`src/rtl/load_store_unit.sv`:
```
// RV32I load/store unit: turns byte-addressed requests into word-addressed, lane-masked ram
// accesses and returns extended load data. Define LSU_MISALIGN_TRAP_EN to trap misaligned H/W.
module load_store_unit #(
    parameter int unsigned ADDR_WIDTH = 31,
    parameter int unsigned DATA_WIDTH = 31,
    parameter int unsigned MEM_WORDS  = 2049
) (
    input  logic                  clk,
    input  logic                  rst,
    // request channel
    input  logic                  i_req_valid,
    output logic                  o_req_ready,
    input  logic                  i_req_we,
    input  logic [2:0]            i_req_funct3,
    input  logic [31:0]           i_req_addr,
    input  logic [31:0]           i_req_wdata,
    // response channel
    output logic                  o_resp_valid,
    input  logic                  i_resp_ready,
    output logic [31:0]           o_resp_rdata,
    output logic                  o_resp_err,
    output logic                  o_resp_misaligned,
    // ram ports
    output logic                  o_mem_clk_en,
    output logic                  o_mem_read_enable,
    output logic [ADDR_WIDTH:0]   o_mem_read_addr,
    output logic [3:0]            o_mem_write_enable,
    output logic [3:0]            o_mem_byte_enable,
    output logic [ADDR_WIDTH:0]   o_mem_write_addr,
    output logic [DATA_WIDTH:0]   o_mem_write_data,
    input  logic [DATA_WIDTH:0]   i_mem_read_data
);

    localparam int unsigned AddrBits = ADDR_WIDTH + 1;

    typedef enum logic [1:0] {
        StIdle,
        StLoadWait,
        StResp
    } state_e;

    state_e      state_q, state_d;
    logic [2:0]  funct3_q, funct3_d;
    logic [1:0]  offset_q, offset_d;
    logic [31:0] rdata_q, rdata_d;
    logic        err_q, err_d;
    logic        mis_q, mis_d;

    logic [29:0] word_idx;
    logic [1:0]  size;
    logic        funct3_legal;
    logic        out_of_range;
    logic        misaligned;
    logic        req_err;
    logic        accept;
    logic        issue;
    logic [3:0]  mask;
    logic [31:0] wdata_rep;
    logic [7:0]  load_byte;
    logic [15:0] load_half;
    logic [31:0] load_ext;

    assign word_idx = i_req_addr[31:2];
    assign size     = i_req_funct3[1:0];

    // ------------------------------------------------------------------
    // Request decode
    // ------------------------------------------------------------------
    always_comb begin
        funct3_legal = 1'b0;
        if (i_req_we) begin
            unique case (i_req_funct3)
                3'b000, 3'b001, 3'b010: funct3_legal = 1'b1;
                default:                funct3_legal = 1'b0;
            endcase
        end else begin
            unique case (i_req_funct3)
                3'b000, 3'b001, 3'b010, 3'b100, 3'b101: funct3_legal = 1'b1;
                default:                                funct3_legal = 1'b0;
            endcase
        end
    end

    // Full 30-bit word index is compared so high addresses never alias into the ram.
    assign out_of_range = {2'b00, word_idx} >= MEM_WORDS;

`ifdef LSU_MISALIGN_TRAP_EN
    always_comb begin
        misaligned = 1'b0;
        if (funct3_legal) begin
            if (size == 2'b01 && i_req_addr[0]) begin
                misaligned = 1'b1;
            end
            if (size == 2'b10 && i_req_addr[1:0] != 2'b00) begin
                misaligned = 1'b1;
            end
        end
    end
`else
    assign misaligned = 1'b0;
`endif

    assign req_err = !funct3_legal || out_of_range || misaligned;
    assign accept  = i_req_valid && o_req_ready;
    // Gating with rst keeps the ram quiet while the state register is held in reset.
    assign issue   = accept && !req_err && !rst;

    always_comb begin
        mask = 4'b0000;
        case (size)
            2'b00:   mask = 4'b0001 << i_req_addr[1:0];
            2'b01:   mask = 4'b0011 << {i_req_addr[1], 1'b0};
            2'b10:   mask = 4'b1111;
            default: mask = 4'b0000;
        endcase
    end

    always_comb begin
        wdata_rep = i_req_wdata;
        case (size)
            2'b00:   wdata_rep = {4{i_req_wdata[7:0]}};
            2'b01:   wdata_rep = {2{i_req_wdata[15:0]}};
            default: wdata_rep = i_req_wdata;
        endcase
    end

    // ------------------------------------------------------------------
    // Ram access (combinational in the accept cycle)
    // ------------------------------------------------------------------
    assign o_mem_clk_en       = 1'b1;
    assign o_mem_read_enable  = issue && !i_req_we;
    assign o_mem_write_enable = (issue && i_req_we) ? mask : 4'b0000;
    assign o_mem_byte_enable  = o_mem_write_enable;
    assign o_mem_read_addr    = AddrBits'(word_idx);
    assign o_mem_write_addr   = AddrBits'(word_idx);
    assign o_mem_write_data   = wdata_rep;

    // ------------------------------------------------------------------
    // Load data extraction from the registered request attributes
    // ------------------------------------------------------------------
    always_comb begin
        load_byte = i_mem_read_data[7:0];
        case (offset_q)
            2'b00:   load_byte = i_mem_read_data[7:0];
            2'b01:   load_byte = i_mem_read_data[15:8];
            2'b10:   load_byte = i_mem_read_data[23:16];
            default: load_byte = i_mem_read_data[31:24];
        endcase
    end

    assign load_half = offset_q[1] ? i_mem_read_data[31:16] : i_mem_read_data[15:0];

    always_comb begin
        load_ext = i_mem_read_data;
        case (funct3_q)
            3'b000:  load_ext = {{24{load_byte[7]}}, load_byte};
            3'b100:  load_ext = {24'h000000, load_byte};
            3'b001:  load_ext = {{16{load_half[15]}}, load_half};
            3'b101:  load_ext = {16'h0000, load_half};
            default: load_ext = i_mem_read_data;
        endcase
    end

    // ------------------------------------------------------------------
    // Control FSM
    // ------------------------------------------------------------------
    always_comb begin
        state_d  = state_q;
        funct3_d = funct3_q;
        offset_d = offset_q;
        rdata_d  = rdata_q;
        err_d    = err_q;
        mis_d    = mis_q;
        unique case (state_q)
            StIdle: begin
                if (accept) begin
                    funct3_d = i_req_funct3;
                    offset_d = i_req_addr[1:0];
                    rdata_d  = 32'h0000_0000;
                    err_d    = req_err;
                    mis_d    = misaligned;
                    state_d  = (issue && !i_req_we) ? StLoadWait : StResp;
                end
            end
            StLoadWait: begin
                rdata_d = load_ext;
                state_d = StResp;
            end
            StResp: begin
                if (i_resp_ready) begin
                    rdata_d = 32'h0000_0000;
                    err_d   = 1'b0;
                    mis_d   = 1'b0;
                    state_d = StIdle;
                end
            end
            default: state_d = StIdle;
        endcase
    end

    always_ff @(posedge clk or posedge rst) begin
        if (rst) begin
            state_q  <= StIdle;
            funct3_q <= 3'b000;
            offset_q <= 2'b00;
            rdata_q  <= 32'h0000_0000;
            err_q    <= 1'b0;
            mis_q    <= 1'b0;
        end else begin
            state_q  <= state_d;
            funct3_q <= funct3_d;
            offset_q <= offset_d;
            rdata_q  <= rdata_d;
            err_q    <= err_d;
            mis_q    <= mis_d;
        end
    end

    assign o_req_ready       = (state_q == StIdle);
    assign o_resp_valid      = (state_q == StResp);
    assign o_resp_rdata      = rdata_q;
    assign o_resp_err        = err_q;
    assign o_resp_misaligned = mis_q;

endmodule

```
`config.mk`:
```
export PLATFORM = sky130hd
export DESIGN_NAME = load_store_unit
export DESIGN_NICKNAME = d
export VERILOG_FILES = /design/src/rtl/load_store_unit.sv
export SDC_FILE = /design/constraint.sdc
export NUM_CORES = 1
export LEC_CHECK = 0
export CAP_MARGIN = 10
export CORE_ASPECT_RATIO = 0.75
export CORE_MARGIN = 1.5
export CORE_UTILIZATION = 36
export DETAILED_ROUTE_END_ITERATION = 10
export PLACE_DENSITY_LB_ADDON = 0.15
export SLEW_MARGIN = 20
export SYNTH_ARGS = -nofsm -noshare
export SYNTH_HDL_FRONTEND = slang
export SYNTH_SLANG_ARGS = --single-unit
```
`constraint.sdc`:
```
create_clock -name clk -period 4.6 [get_ports clk]
set_clock_uncertainty 0.2 [all_clocks]
set_input_delay 0.92 -clock clk [delete_from_list [all_inputs] [get_ports clk]]
set_output_delay 0.92 -clock clk [all_outputs]
set_load 0.005 [all_outputs]
```
; Word level (Yosys, flattened, before mapping)
; Index checks and enable logic that the tools add are counted.
; W data, S select, Z words.
[totals]
reg_bits = 41
input_bits = 104
output_inout_bits = 142
wordCells = 68
[op_classes]
n_lt_le_gt_ge = 1
eq_ne = 15
n_shift = 2
mux = 21
n_reduce_logical = 23
[op_table]
columns = cell, count
row1 = $pmux W32 S4, 1
row2 = $pmux W32 S3, 1
row3 = $mux W32, 2
row4 = $pmux W32 S2, 1
row5 = $ge A30 B12 Y1 const B, 1
row6 = $pmux W8 S3, 1
row7 = $mux W16, 1
row8 = $eq A3 B3 Y1 const B, 4
row9 = $pmux W4 S3, 1
row10 = $eq A2 B1 Y1 const B, 3
row11 = $eq A2 B2 Y1 const B, 3
row12 = $eq A3 B1 Y1 const B, 2
row13 = $logic_not A2 Y1, 3
row14 = $logic_not A3 Y1, 2
row15 = $mux W1, 6
row16 = $mux W2, 3
row17 = $pmux W2 S3, 1
row18 = $reduce_and A3 Y1, 2
row19 = $logic_and A1 B1 Y1, 5
row20 = $reduce_or A5 Y1, 1
row21 = $logic_not A1 Y1, 4
row22 = $mux W4, 1
row23 = $ne A2 B1 Y1 const B, 2
row24 = $pmux W1 S2, 2
row25 = other kinds (8), 9

; Longest topological paths before layout
; Gate-level depths: netlist of the first run.
[logic_depth]
word_depth = 13
depth_mapped = 6
mapped_depth_nobuf = 4

; Worst setup path before layout of the first run
; OpenSTA, ideal clock, no wires.
[synth_path]
path_type = in2out
start = input port rst
end = output port o_mem_write_enable[1]
arrival_time_ps = 2626
path_slack_ps = 854
path_stages = 5
path_cell_list = inv_1 -> nand4_1 -> nor4_1 -> o21a_1 -> buf_4
[synth_via]
elab_chain_len = 4
[synth_lines]
columns = element, line
row1 = from (decl), 9  ; input logic rst,
row2 = $logic_not A1 Y1 (no source line), -
row3 = $logic_and A1 B1 Y1, 106  ; assign issue = accept && !req_err && !rst;
row4 = $logic_and A1 B1 Y1, 132  ; assign o_mem_write_enable = (issue && i_req_we) ? mask : 4'b0000;
row5 = $mux W4, 132
row6 = to (decl), 27  ; output logic [3:0] o_mem_write_enable,
; No other way between the ends.

; Final worst setup path of the first run
[layout_path]
start = input port i_req_addr[16]
end = output port o_mem_write_enable[2]
[layout_via]
elab_chain_len = 7
[layout_lines]
columns = element, line
row1 = from (decl), 15  ; input logic [31:0] i_req_addr,
row2 = $ge A30 B12 Y1, 85  ; assign out_of_range = {2'b00, word_idx} >= MEM_WORDS;
row3 = $logic_or A1 B1 Y1, 103  ; assign req_err = !funct3_legal || out_of_range || misaligned;
row4 = $logic_not A1 Y1, 106
row5 = $logic_and A1 B1 Y1 (2 in series), 106
row6 = $logic_and A1 B1 Y1, 132
row7 = $mux W4, 132
; No other way between the ends.

==> results of run 1 <==
-- through the flow --
step,worst slack (ps),std cells,area [sq um],hold slack (ps)
detailed placement,219,611,5030,264
global placement,274,611,5030,263
CTS,218,619,5170,278
global route,99.0,619,5170,322
floorplan,854,355,3120,273
finish,281,619,5170,283
-- placed cells by master (no fill, tap or decap), drive strengths merged, types with 2 or more instances in the layout --
| master | instances |
|---|---|
| nand2b | 5 |
| inv | 6 |
| nand2 | 36 |
| o21ai | 31 |
| nor2b | 4 |
| conb | 6 |
| a221o | 16 |
| clkbuf | 5 |
| o221ai | 7 |
| nor2 | 14 |
| or3 | 7 |
| nor4 | 9 |
| mux2i | 13 |
| buf | 5 |
| nor3 | 4 |
| mux2 | 22 |
| nand4 | 2 |
| o22ai | 5 |
| o21a | 2 |
| dfrtp | 40 |
| clkinv | 3 |
| a21oi | 16 |
| clkdlybuf4s50 | 239 |
-- report_power, final --
part,total [mW],internal (mW),switching (mW),leakage (nW)
Combinational,0.408,0.242,0.166,1.43
Sequential,0.402,0.364,0.0378,0.545
Clock,0.341,0.200,0.142,0.0736
Total,1.15,0.806,0.345,2.05
-- worst max-delay path, delay by kind of cell --
family,cells,cell delay [ps]
and+or+nand+nor,4,1280
buffers and inverters,2,1000
-- cell families (layout without fill, tap and decap cells) --
logic type / Yosys count / after routing
compound gates: 86 / 86
buf+inv: 102 / 258
simple gates: 85 / 85
flops: 40 / 40
other cells: 2 / 6
mux: 36 / 36
-- state kept, by name, indices dropped and copies added, names as in the netlist --
| name | count |
|---|---|
| offset_q | 2 |
| funct3_q | 3 |
| state_q | 2 |
| o_resp_rdata | 32 |
| o_resp_err | 1 |
-- worst paths after layout --
path,from,endpoint,slack [ps],cells after the start
max,i_req_addr[16],o_mem_write_enable[2],280,6
min,o_resp_rdata[0],o_resp_rdata[0],280,2
max reg2reg,offset_q[1],o_resp_rdata[16],1960,4
min reg2reg,o_resp_rdata[0],o_resp_rdata[0],280,2
max in group asynchronous,rst,o_resp_rdata[29],2900,3
min in group asynchronous,rst,offset_q[0],930,3
-- area by class of cell --
type,count,share of cell area [%]
inverters,6,0.435
clock inverters,3,0.363
repair buffers,244,47.0
flip-flops and latches,40,19.4
well taps,108,2.61
multi-input cells,213,27.8
clock buffers,5,2.42
-- layer usage --
metal,GRT usage [%],up-vias
met1,30.0,1519
li1,-,1515
met2,38.2,145
met3,4.47,20
met5,0,-
met4,6.29,0
==> out/metrics.cfg, run 1 <==
[run]
maxCapViolCount = 0

[setup_path]
arrival_ps = 3200
crit_path_end_kind = output port
crit_path_cell_trace = clkdlybuf4s50_1 > nor4_1 > nand4_1 > or3_1 > nor3_1 > clkdlybuf4s50_1
max_stage_delay_ps = 560
crit_required_ps = 3480
cp_slowest_cell = clkdlybuf4s50_1
crit_top_cell = clkdlybuf4s50_1
critical_path_class = input pin to output port
worstPathMaxFanout = 4
startpoint_type = input pin

[drt]
dr.pass1.iters = 4
m1WireLength_microns = 4420
routed_wl_microns = 10600
drc = 0
met3_length_microns = 800
vias = 3199
top_layer_used = met4
wl_met2_microns = 5130
drt_iter0_drc = 135
wire_per_inst_microns = 17.0
vias_per_cell = 5.17
drtAntennaViolNets = 0

[cells_and_area]
final_layout_size_suffix_gt1_share_pct = 8.02
final-seq-area_sq_mm = 0.00100
final.fill_count = 739
area_delta_synth_final_pct = 66.7
final_core_util_pct = 61.4
nNetsFinal = 614
diodes = 0
multi_input_comb_area_sq_mm = 0.00144

[floorplan]
dieArea_sq_mm = 0.00919
initial_core_util_pct = 36.9
die_h_microns = 83.4
coreArea_sq_mm = 0.00842
io_pins = 246
rows = 29
die_x_microns = 110

[clock_tree]
clk_path_buf_depth = 2
path_clk_slew_ps = 60
cts_root_buf = clkbuf_16
clkSinkCount = 40
htree_num_levels = 2
numCtsBuffers = 5
cts_resized = 0
cts_setup_buffers = 0
cts_tree = yes
cts_hold_buf = 0
clock_latency_ps = 280

[synth]
synth_top_family_by_area = buffers and inverters
synth_compound_gate_area_share_pct = 19.2
synthAdderAreaFrac_pct = 0
synth_flop_cell = dfrtp_1
synthTopCellsByCount = buf_4 (78), dfrtp_1 (40), nand2_1 (36), o21ai_0 (31), mux2_2 (22)
synthCells = 351
synth.top_cells.by_area = dfrtp_1 (32%), buf_4 (19%), mux2_2 (8.0%)
ys_seq_area_share_pct = 32.3
netlist_area_sq_mm = 0.00310
syn_area_per_cell_sq_um = 8.84
yosys.area_share.simple_pct = 13.3
synth-edff-count = 0
ys_types = 39
ys_ff_latch = 40
yosysWarnings = 0
post-synth-top-count-cell = buf_4
synth_mux_area_share_pct = 12.9
synth_xor_area_share_pct = 0
synth_area_leader_cell = dfrtp_1
synth.top_cell.area_share_pct = 32.3
postSynth.asyncResetShare_pct = 100

[timing]
setup_viol = 0
setup_tns_ps = 0
fmax_ghz = 0.232
rsz0062_at_grt = no
max_slew_margin_pct = 31.5
fin_crit_ps = 4320
hold_viol_final = 0
post-route-period-util_pct = 93.9
maxSlewViolCount = 0
tightestPinTransition_ps = 1030

[global_route]
grt_pass1_vias = 3163
antenna_found_initial = 0
grt_overflow = 0
grt_max_degree = 41
grt_pass1_wl_microns = 16400
grt_use_total_pct = 22.9

[hold_path]
hp-class = register to register

[pwr]
power_per_cell_area_mw_per_mm2 = 223
total_power_mw = 1.15
leakagePower_nw = 2.05
ir_drop_v = 0.000178

[place]
port_buffers = 239
place_hpwl_microns = 8500
routabilityCongestion = 0.860

[outcome]
status = finished clean

(Power assumes the default switching activity.)
==> run 2: changes to the inputs <==
--- a/config.mk
+++ b/config.mk
@@ -8,8 +8,10 @@
 export CAP_MARGIN = 10
 export CORE_ASPECT_RATIO = 0.75
 export CORE_MARGIN = 1.5
-export CORE_UTILIZATION = 36
+export CORE_UTILIZATION = 37
+export CTS_BUF_LIST = sky130_fd_sc_hd__clkbuf_4 sky130_fd_sc_hd__clkbuf_8
 export DETAILED_ROUTE_END_ITERATION = 10
+export HOLD_SLACK_MARGIN = 0.02
 export PLACE_DENSITY_LB_ADDON = 0.15
 export SLEW_MARGIN = 20
 export SYNTH_ARGS = -nofsm -noshare
==> run 2 against run 1 <==
Count of clock-buffer cells in the layout stayed put. Register-to-register slack gained 40 ps. Wire length increased by 1.3%. Critical path type unchanged. Largest power group unchanged. Highest routed layer unchanged.
==> out/metrics.cfg, run 2 (synthesis results as in run 1) <==
[clock_tree]
htree_num_levels = 2
cts_root_buf = clkbuf_8
cts_resized = 0
clkSinkCount = 40
path_clk_slew_ps = 80
cts_tree = yes
clock_latency_ps = 300
numCtsBuffers = 5
cts_hold_buf = 0
clk_path_buf_depth = 2
cts_setup_buffers = 0

[place]
port_buffers = 239
place_hpwl_microns = 8750
routabilityCongestion = 0.859

[timing]
max_slew_margin_pct = 35.4
rsz0062_at_grt = no
fin_crit_ps = 4390
fmax_ghz = 0.228
maxSlewViolCount = 0
setup_tns_ps = 0
setup_viol = 0
hold_viol_final = 0
tightestPinTransition_ps = 968
fin_hold_ws_ps = 286
post-route-period-util_pct = 95.5

[global_route]
antenna_found_initial = 0
grt_use_total_pct = 23.0
grt_pass1_vias = 2994
grt_max_degree = 41
grt_overflow = 0
grt_pass1_wl_microns = 15600

[drt]
dr.pass1.iters = 4
wire_per_inst_microns = 17.3
vias = 3171
vias_per_cell = 5.13
routed_wl_microns = 10700
drtAntennaViolNets = 0
drc = 0
drt_iter0_drc = 97

[run]
maxCapViolCount = 0

[floorplan]
rows = 28
initial_core_util_pct = 38.7
die_x_microns = 109
io_pins = 246
coreArea_sq_mm = 0.00802
dieArea_sq_mm = 0.00895
die_h_microns = 82.3

[cells_and_area]
mostFrequentLayoutCells = clkdlybuf4s50_1 (239), dfrtp_1 (40), nand2_1 (36)
largest_reg_flops = 32
area_delta_synth_final_pct = 65.2
final_layout_size_suffix_gt1_share_pct = 8.38
multi_input_comb_area_sq_mm = 0.00144
final.fill_count = 693
diodes = 0
nNetsFinal = 616
layout_commonest_cell = clkdlybuf4s50_1
final-seq-area_sq_mm = 0.00100

[setup_path]
max_stage_delay_ps = 580
startpoint_type = input pin
crit_path_cell_trace = clkdlybuf4s50_1 > nor4_1 > nand4_1 > or3_1 > nor3_1 > clkdlybuf4s50_1
worstPathMaxFanout = 3
arrival_ps = 3270
crit_path_end_kind = output port
crit_required_ps = 3480
rr_endpoint = o_resp_rdata[18]
r2r_slack_ps = 2000
worst_r2r_path_depth = 4
crit_top_cell = clkdlybuf4s50_1
cp_slowest_cell = clkdlybuf4s50_1
timing.rr.start = offset_q[1]
critical_path_class = input pin to output port

[hold_path]
min_to = o_resp_rdata[8]
min_from = o_resp_rdata[8]
min_path_cells = 2
hp-class = register to register

[pwr]
power_per_cell_area_mw_per_mm2 = 203
leakagePower_nw = 2.03
ir_drop_v = 0.000108

[outcome]
status = finished clean

## run 2: worst max-delay path by stage
stage / endpoint / slack (ps) / cells after the start / startpoint
after floorplan: o_mem_write_enable[1] / 850 / 5 / rst
after global placement: o_mem_write_enable[2] / 90 / 6 / i_req_addr[16]
after detailed placement: o_mem_write_enable[2] / 110 / 6 / i_req_addr[16]
after CTS: o_mem_write_enable[2] / 100 / 6 / i_req_addr[16]
after global routing: o_mem_write_enable[2] / 60 / 6 / i_req_addr[16]
final: o_mem_write_enable[2] / 210 / 6 / i_req_addr[16]
## run 2: layout make-up
type | instances | share of cell area, %
Clock inverter | 3 | 0.366
Timing Repair Buffer | 246 | 47.7
Sequential cell | 40 | 19.5
Clock buffer | 5 | 1.34
Inverter | 6 | 0.439
Multi-Input combinational cell | 213 | 28.1
Tap cell | 105 | 2.56
## run 2: per-layer routing
layer | up-vias | share of wire (%) | global-route usage (%)
li1 | 1507 | - | -
met3 | 14 | 7.1 | 5.10
met4 | 0 | 1.5 | 6.32
met2 | 137 | 51 | 40.7
met1 | 1513 | 40 | 28.5
met5 | - | 0 | 0
## run 2: metrics by stage
stage	cells	util, %	cell area [sq um]	total power, mW	worst slack, ps
after floorplan	355	-	3120	0.609	854
after global placement	610	62.8	5040	0.809	92.8
after detailed placement	610	62.8	5040	0.815	107
after CTS	618	63.9	5120	1.05	98.8
after global routing	618	63.9	5130	1.10	58.8
final	618	63.9	5130	1.04	205
## run 2: power breakdown
group          leakage (nW)  total [mW]  internal, mW  switching (mW)
Combinational          1.44       0.407         0.242           0.165
Sequential            0.545       0.401         0.363          0.0377
Clock                0.0479       0.235         0.106           0.129
## run 2: critical path, delay by kind of cell
| family | cells | cell delay (ps) |
|---|---|---|
| buf+inv | 2 | 1020 |
| simple gates | 4 | 1330 |
